## config.mk

```make
export PLATFORM = sky130hd
export DESIGN_NAME = mem_port_arbiter
export DESIGN_NICKNAME = d
export VERILOG_FILES = /design/src/rtl/mem_port_arbiter.sv
export SDC_FILE = /design/constraint.sdc
export NUM_CORES = 1
export LEC_CHECK = 0
export ABC_CLOCK_PERIOD_IN_PS = 1900
export CAP_MARGIN = 10
export CORE_ASPECT_RATIO = 1.5
export CORE_MARGIN = 2
export CORE_UTILIZATION = 41
export CTS_CLUSTER_DIAMETER = 50
export DETAILED_ROUTE_END_ITERATION = 16
export GPL_ROUTABILITY_DRIVEN = 0
export MAX_ROUTING_LAYER = met4
export PLACE_DENSITY_LB_ADDON = 0.12
export SLEW_MARGIN = 30
export SYNTH_ARGS = -nofsm -noshare
export SYNTH_HDL_FRONTEND = slang
export SYNTH_SLANG_ARGS = --single-unit
```

## constraint.sdc

```tcl
create_clock -name clk -period 1.9 [get_ports clk]
set_input_delay 0.57 -clock clk [delete_from_list [all_inputs] [get_ports clk]]
set_output_delay 0.57 -clock clk [all_outputs]
set_load 0.02 [all_outputs]
```

## src/rtl/mem_port_arbiter.sv

```systemverilog
// mem_port_arbiter: shares one register file between the controller's
// read-only fetch port and the user read/write program-load port.
// Each access is a serialised IDLE -> ACCESS -> DONE transaction.
// A tie between both requesters is settled round-robin by default.
// Define ARB_CU_PRIORITY_EN to make the controller always win a tie instead.
module mem_port_arbiter #(
    parameter int ADDR_W = 4,
    parameter int DATA_W = 8
) (
    input  logic              clk,
    input  logic              reset,
    input  logic              cu_req,
    input  logic [ADDR_W-1:0] cu_address,
    output logic              cu_ack,
    input  logic              usr_req,
    input  logic              usr_wr,
    input  logic [ADDR_W-1:0] usr_address,
    input  logic [DATA_W-1:0] usr_wdata,
    output logic              usr_ack,
    output logic [DATA_W-1:0] rd_data,
    output logic [ADDR_W-1:0] mem_address,
    output logic              mem_wr,
    output logic [DATA_W-1:0] mem_in_data,
    input  logic [DATA_W-1:0] mem_out_data,
    output logic              busy
);

    typedef enum logic [1:0] {
        S_IDLE   = 2'd0,
        S_ACCESS = 2'd1,
        S_DONE   = 2'd2
    } state_t;

    localparam logic ID_CU  = 1'b0;
    localparam logic ID_USR = 1'b1;

    state_t            state_q, state_d;
    logic              last_grant_q, last_grant_d;
    logic [ADDR_W-1:0] addr_q, addr_d;
    logic              wr_q, wr_d;
    logic [DATA_W-1:0] wdata_q, wdata_d;
    logic [DATA_W-1:0] rd_data_q, rd_data_d;

    logic cu_wins_tie;
    logic grant_cu;
    logic grant_usr;

    // Arbitration: only an IDLE cycle can grant; the tie rule is build-selected.
    always_comb begin
`ifdef ARB_CU_PRIORITY_EN
        cu_wins_tie = 1'b1;
`else
        cu_wins_tie = (last_grant_q == ID_USR);
`endif
        grant_cu  = (state_q == S_IDLE) && cu_req && (!usr_req || cu_wins_tie);
        grant_usr = (state_q == S_IDLE) && usr_req && !grant_cu;
    end

    // State register: reset aborts any in-flight transaction without an ack.
    always_ff @(posedge clk or posedge reset) begin
        if (reset) begin
            state_q <= S_IDLE;
        end else begin
            state_q <= state_d;
        end
    end

    // Next-state logic: every transaction walks IDLE -> ACCESS -> DONE.
    always_comb begin
        state_d = state_q;
        case (state_q)
            S_IDLE:   if (grant_cu || grant_usr) state_d = S_ACCESS;
            S_ACCESS: state_d = S_DONE;
            S_DONE:   state_d = S_IDLE;
            default:  state_d = S_IDLE;
        endcase
    end

    // Latch the winner's request on grant; capture read data at the end of ACCESS.
    always_comb begin
        last_grant_d = last_grant_q;
        addr_d       = addr_q;
        wr_d         = wr_q;
        wdata_d      = wdata_q;
        rd_data_d    = rd_data_q;
        if (grant_cu) begin
            last_grant_d = ID_CU;
            addr_d       = cu_address;
            wr_d         = 1'b0;
            wdata_d      = '0;
        end else if (grant_usr) begin
            last_grant_d = ID_USR;
            addr_d       = usr_address;
            wr_d         = usr_wr;
            wdata_d      = usr_wdata;
        end
        if ((state_q == S_ACCESS) && !wr_q) begin
            rd_data_d = mem_out_data;
        end
    end

    // Transaction registers: address/data hold their last values between accesses.
    always_ff @(posedge clk or posedge reset) begin
        if (reset) begin
            last_grant_q <= ID_USR;
            addr_q       <= '0;
            wr_q         <= 1'b0;
            wdata_q      <= '0;
            rd_data_q    <= '0;
        end else begin
            last_grant_q <= last_grant_d;
            addr_q       <= addr_d;
            wr_q         <= wr_d;
            wdata_q      <= wdata_d;
            rd_data_q    <= rd_data_d;
        end
    end

    // Outputs decoded from state so reset drops write-enable and acks at once.
    always_comb begin
        mem_wr  = (state_q == S_ACCESS) && wr_q;
        cu_ack  = (state_q == S_DONE) && (last_grant_q == ID_CU);
        usr_ack = (state_q == S_DONE) && (last_grant_q == ID_USR);
        busy    = (state_q != S_IDLE);
    end

    assign mem_address = addr_q;
    assign mem_in_data = wdata_q;
    assign rd_data     = rd_data_q;

endmodule

```

==> flow_summary.toml <==
[status]
run_status = "completed"

[synthesis]
synth_xor_area_share_pct = 0
synth_cell_types = 20
synthCells = 67
synthSimpleGateAreaFrac_pct = 9.64
yosys.area.top_type_share_pct = 56.9
muxShareOfSynthArea_pct = 11.9
synth_top_family_by_area = "compound AO/OA/AOI/OAI gates"
ys.flop_type = "dfrtp_1"
syn_nets = 96
ys_seq_elements = 24
synth_area_um2 = 1010
synth-async-reset-ratio_pct = 100
ys_seq_area_share_pct = 59.5
yosys.area.top_type = "dfrtp_1"
synth_edf_count = 0
synth_common_cells = "23 x dfrtp_1, 9 x a22o_1, 8 x mux2_4, 4 x nand3b_1, 4 x o221a_2"
yosys.area_share.adder_pct = 0
ys_top_cells_by_area = "dfrtp_1 57%, mux2_4 12%, a22o_1 7.8%, o221a_2 4.4%, nand3b_1 3.0%"
synth_compound_area_share_pct = 15.0
yosysMostFrequentCell = "dfrtp_1"
ys_warn_count = 0
syn_area_per_cell_um2 = 15.1

[global_routing]
antenna_found_initial = 0
grt_pass1_wl_um = 3620
grt_pass1_vias = 798
grt_usage_pct = 17.3
grt-ovfl-total = 0
grt_start_max_net_pins = 25

[timing]
post-route-period-util_pct = 97.2
fin_skew_ns = 0.00767
finalSetupTns_ns = 0
relSlewSlack_pct = 66.7
max_freq_mhz = 542
slew_violations = 0
period_needed_ns = 1.85
hold_slack_ns = 0.498
hold_violations = 0
final.setup.worst_slack_ns = 0.0541
setup_viol = 0
rsz0062_at_grt = "false"
tightest_slew_ns = 0.500

[floorplan]
die_y_um = 64.9
core_area_um2 = 2390
dieWidth_um = 44.6
die_area_um2 = 2890
initial_utilization_pct = 42.3
io_pins = 53
core.rowCount = 22

[route]
via_per_inst = 5.02
drt-total-wl_um = 2310
drt_first_iter_violations = 9
first_pass_iters = 4
ant_nets = 0
drc = 0
vias = 753
routedWlPerCell_um = 15.4

[cts]
clk_latency_ns = 0.30
clock_path_buffers = 2
cts_root_buffer = "clkbuf_4"
ctsHtreeMaxLevel = 1
clk_pin_slew_ns = 0.12
cts_made_buffers = 3
cts_tree = "done"
cts_sinks = 24
cts_setup_buffers = 0

[critical_path]
path_class = "reg2out"
cp_max_fo = 2
timing.rr.end = "rd_data[5]"
cp_slowest_cell = "clkdlybuf4s50_1"
reg2reg_depth = 3
slowest_delay_ns = 0.61
endpoint_kind = "primary output"
r2r-start = "state_q[1]"
crit_required_ns = 1.33
worstPathArrival_ns = 1.28
crit_family = "buffers and inverters"
crit_buf_inv = 1
crit_path_cell_trace = "clkdlybuf4s50_1"
startpoint_type = "flip-flop"
rrSetupSlack_ns = 0.42

[power]
power_density_nw_per_um2 = 1650
power.leakage_nw = 0.890
power.total_mw = 2.71
vdd_drop_max_mv = 1.01

[min_path]
holdPathEnd = "state_q[1]"
hold_depth = 1
hp-class = "reg2reg"
worstHoldStart = "state_q[1]"

[placed_design]
port_buffers = 52
preCtsSetupSlack_ns = -0.00707
place_hpwl_um = 1810

[finish]
area_growth_pct = 62.4
n_fill_cell = 182
layout.nets = 156
drive_gt1_share_pct = 23.8
diodes = 0

[run]
cap_violations = 0
[flip-flops by register name, indices dropped and copies added, names as in the netlist]
signal       count
mem_address      4
rd_data          8
wr_q             1
state_q          2
cu_wins_tie      1
mem_in_data      8
[per-stage QoR]
stage               instances  utilization, %  instance area [um^2]
floorplan                  67               -                  1010
global placement          146            65.9                  1580
detailed placement        146            65.9                  1580
CTS                       150            67.3                  1610
global route              150            68.7                  1640
finish                    150            68.7                  1640
[cells in the final DEF, fill, tap and decap left out, types with 2 or more instances in the layout]
master / n
a22o_1: 9
and2_1: 2
buf_4: 6
clkbuf_2: 2
clkbuf_4: 3
clkdlybuf4s50_1: 32
dfrtp_1: 22
dlymetal6s2s_1: 16
inv_1: 3
mux2_4: 8
nand3b_1: 4
o221a_2: 4
[worst max-delay path by stage]
stage | startpoint | endpoint | slack [ns] | depth (start not counted)
after CTS | state_q[1] | mem_wr | 0.007 | 3
final | mem_in_data[7] | mem_in_data[7] | 0.05 | 1
after global routing | mem_in_data[7] | mem_in_data[7] | 0.001 | 1
after floorplan | state_q[1] | cu_ack | 0.38 | 1
after global placement | cu_wins_tie | usr_ack | 0.06 | 2
after detailed placement | usr_req | mem_in_data[6] | -0.007 | 4
[routing by layer]
layer	wire length (um)	vias to the layer above	GRT usage [%]	part of all wire, %
met5	0	-	-	0
met4	15	0	4.55	0.65
met3	151	2	2.51	6.5
met2	1270	32	31.2	55
met1	874	354	19.2	38
li1	-	365	-	-
[cells by family (layout without fill, tap and decap cells)]
group / count (synthesis) / in the layout
DFF: 24 / 24
AOI/OAI and AO/OA: 16 / 16
and+or+nand+nor: 13 / 13
muxes: 8 / 8
buffers and inverters: 6 / 65
[report_power, final]
part | total (mW) | leakage (nW) | switching [mW] | internal [mW]
registers | 0.919 | 0.289 | 0.149 | 0.771
logic | 1.53 | 0.580 | 0.700 | 0.831
clock network | 0.256 | 0.0210 | 0.139 | 0.117
total | 2.71 | 0.890 | 0.988 | 1.72
[cell type report]
type                            count  area (um^2)  area share [%]
Sequential cell                    24          603            36.7
Timing Repair Buffer               58          594            36.1
Multi-Input combinational cell     37          369            22.5
Clock buffer                        4         36.3            2.21
Tap cell                           24         30.0            1.83
Inverter                            3         11.3           0.685
[what timing repair did]
action	CTS	global route
endpoints found under the setup margin	4	19
hold buffers	0	0
resized for setup	6	20
Power figures use the tool's default switching activity.
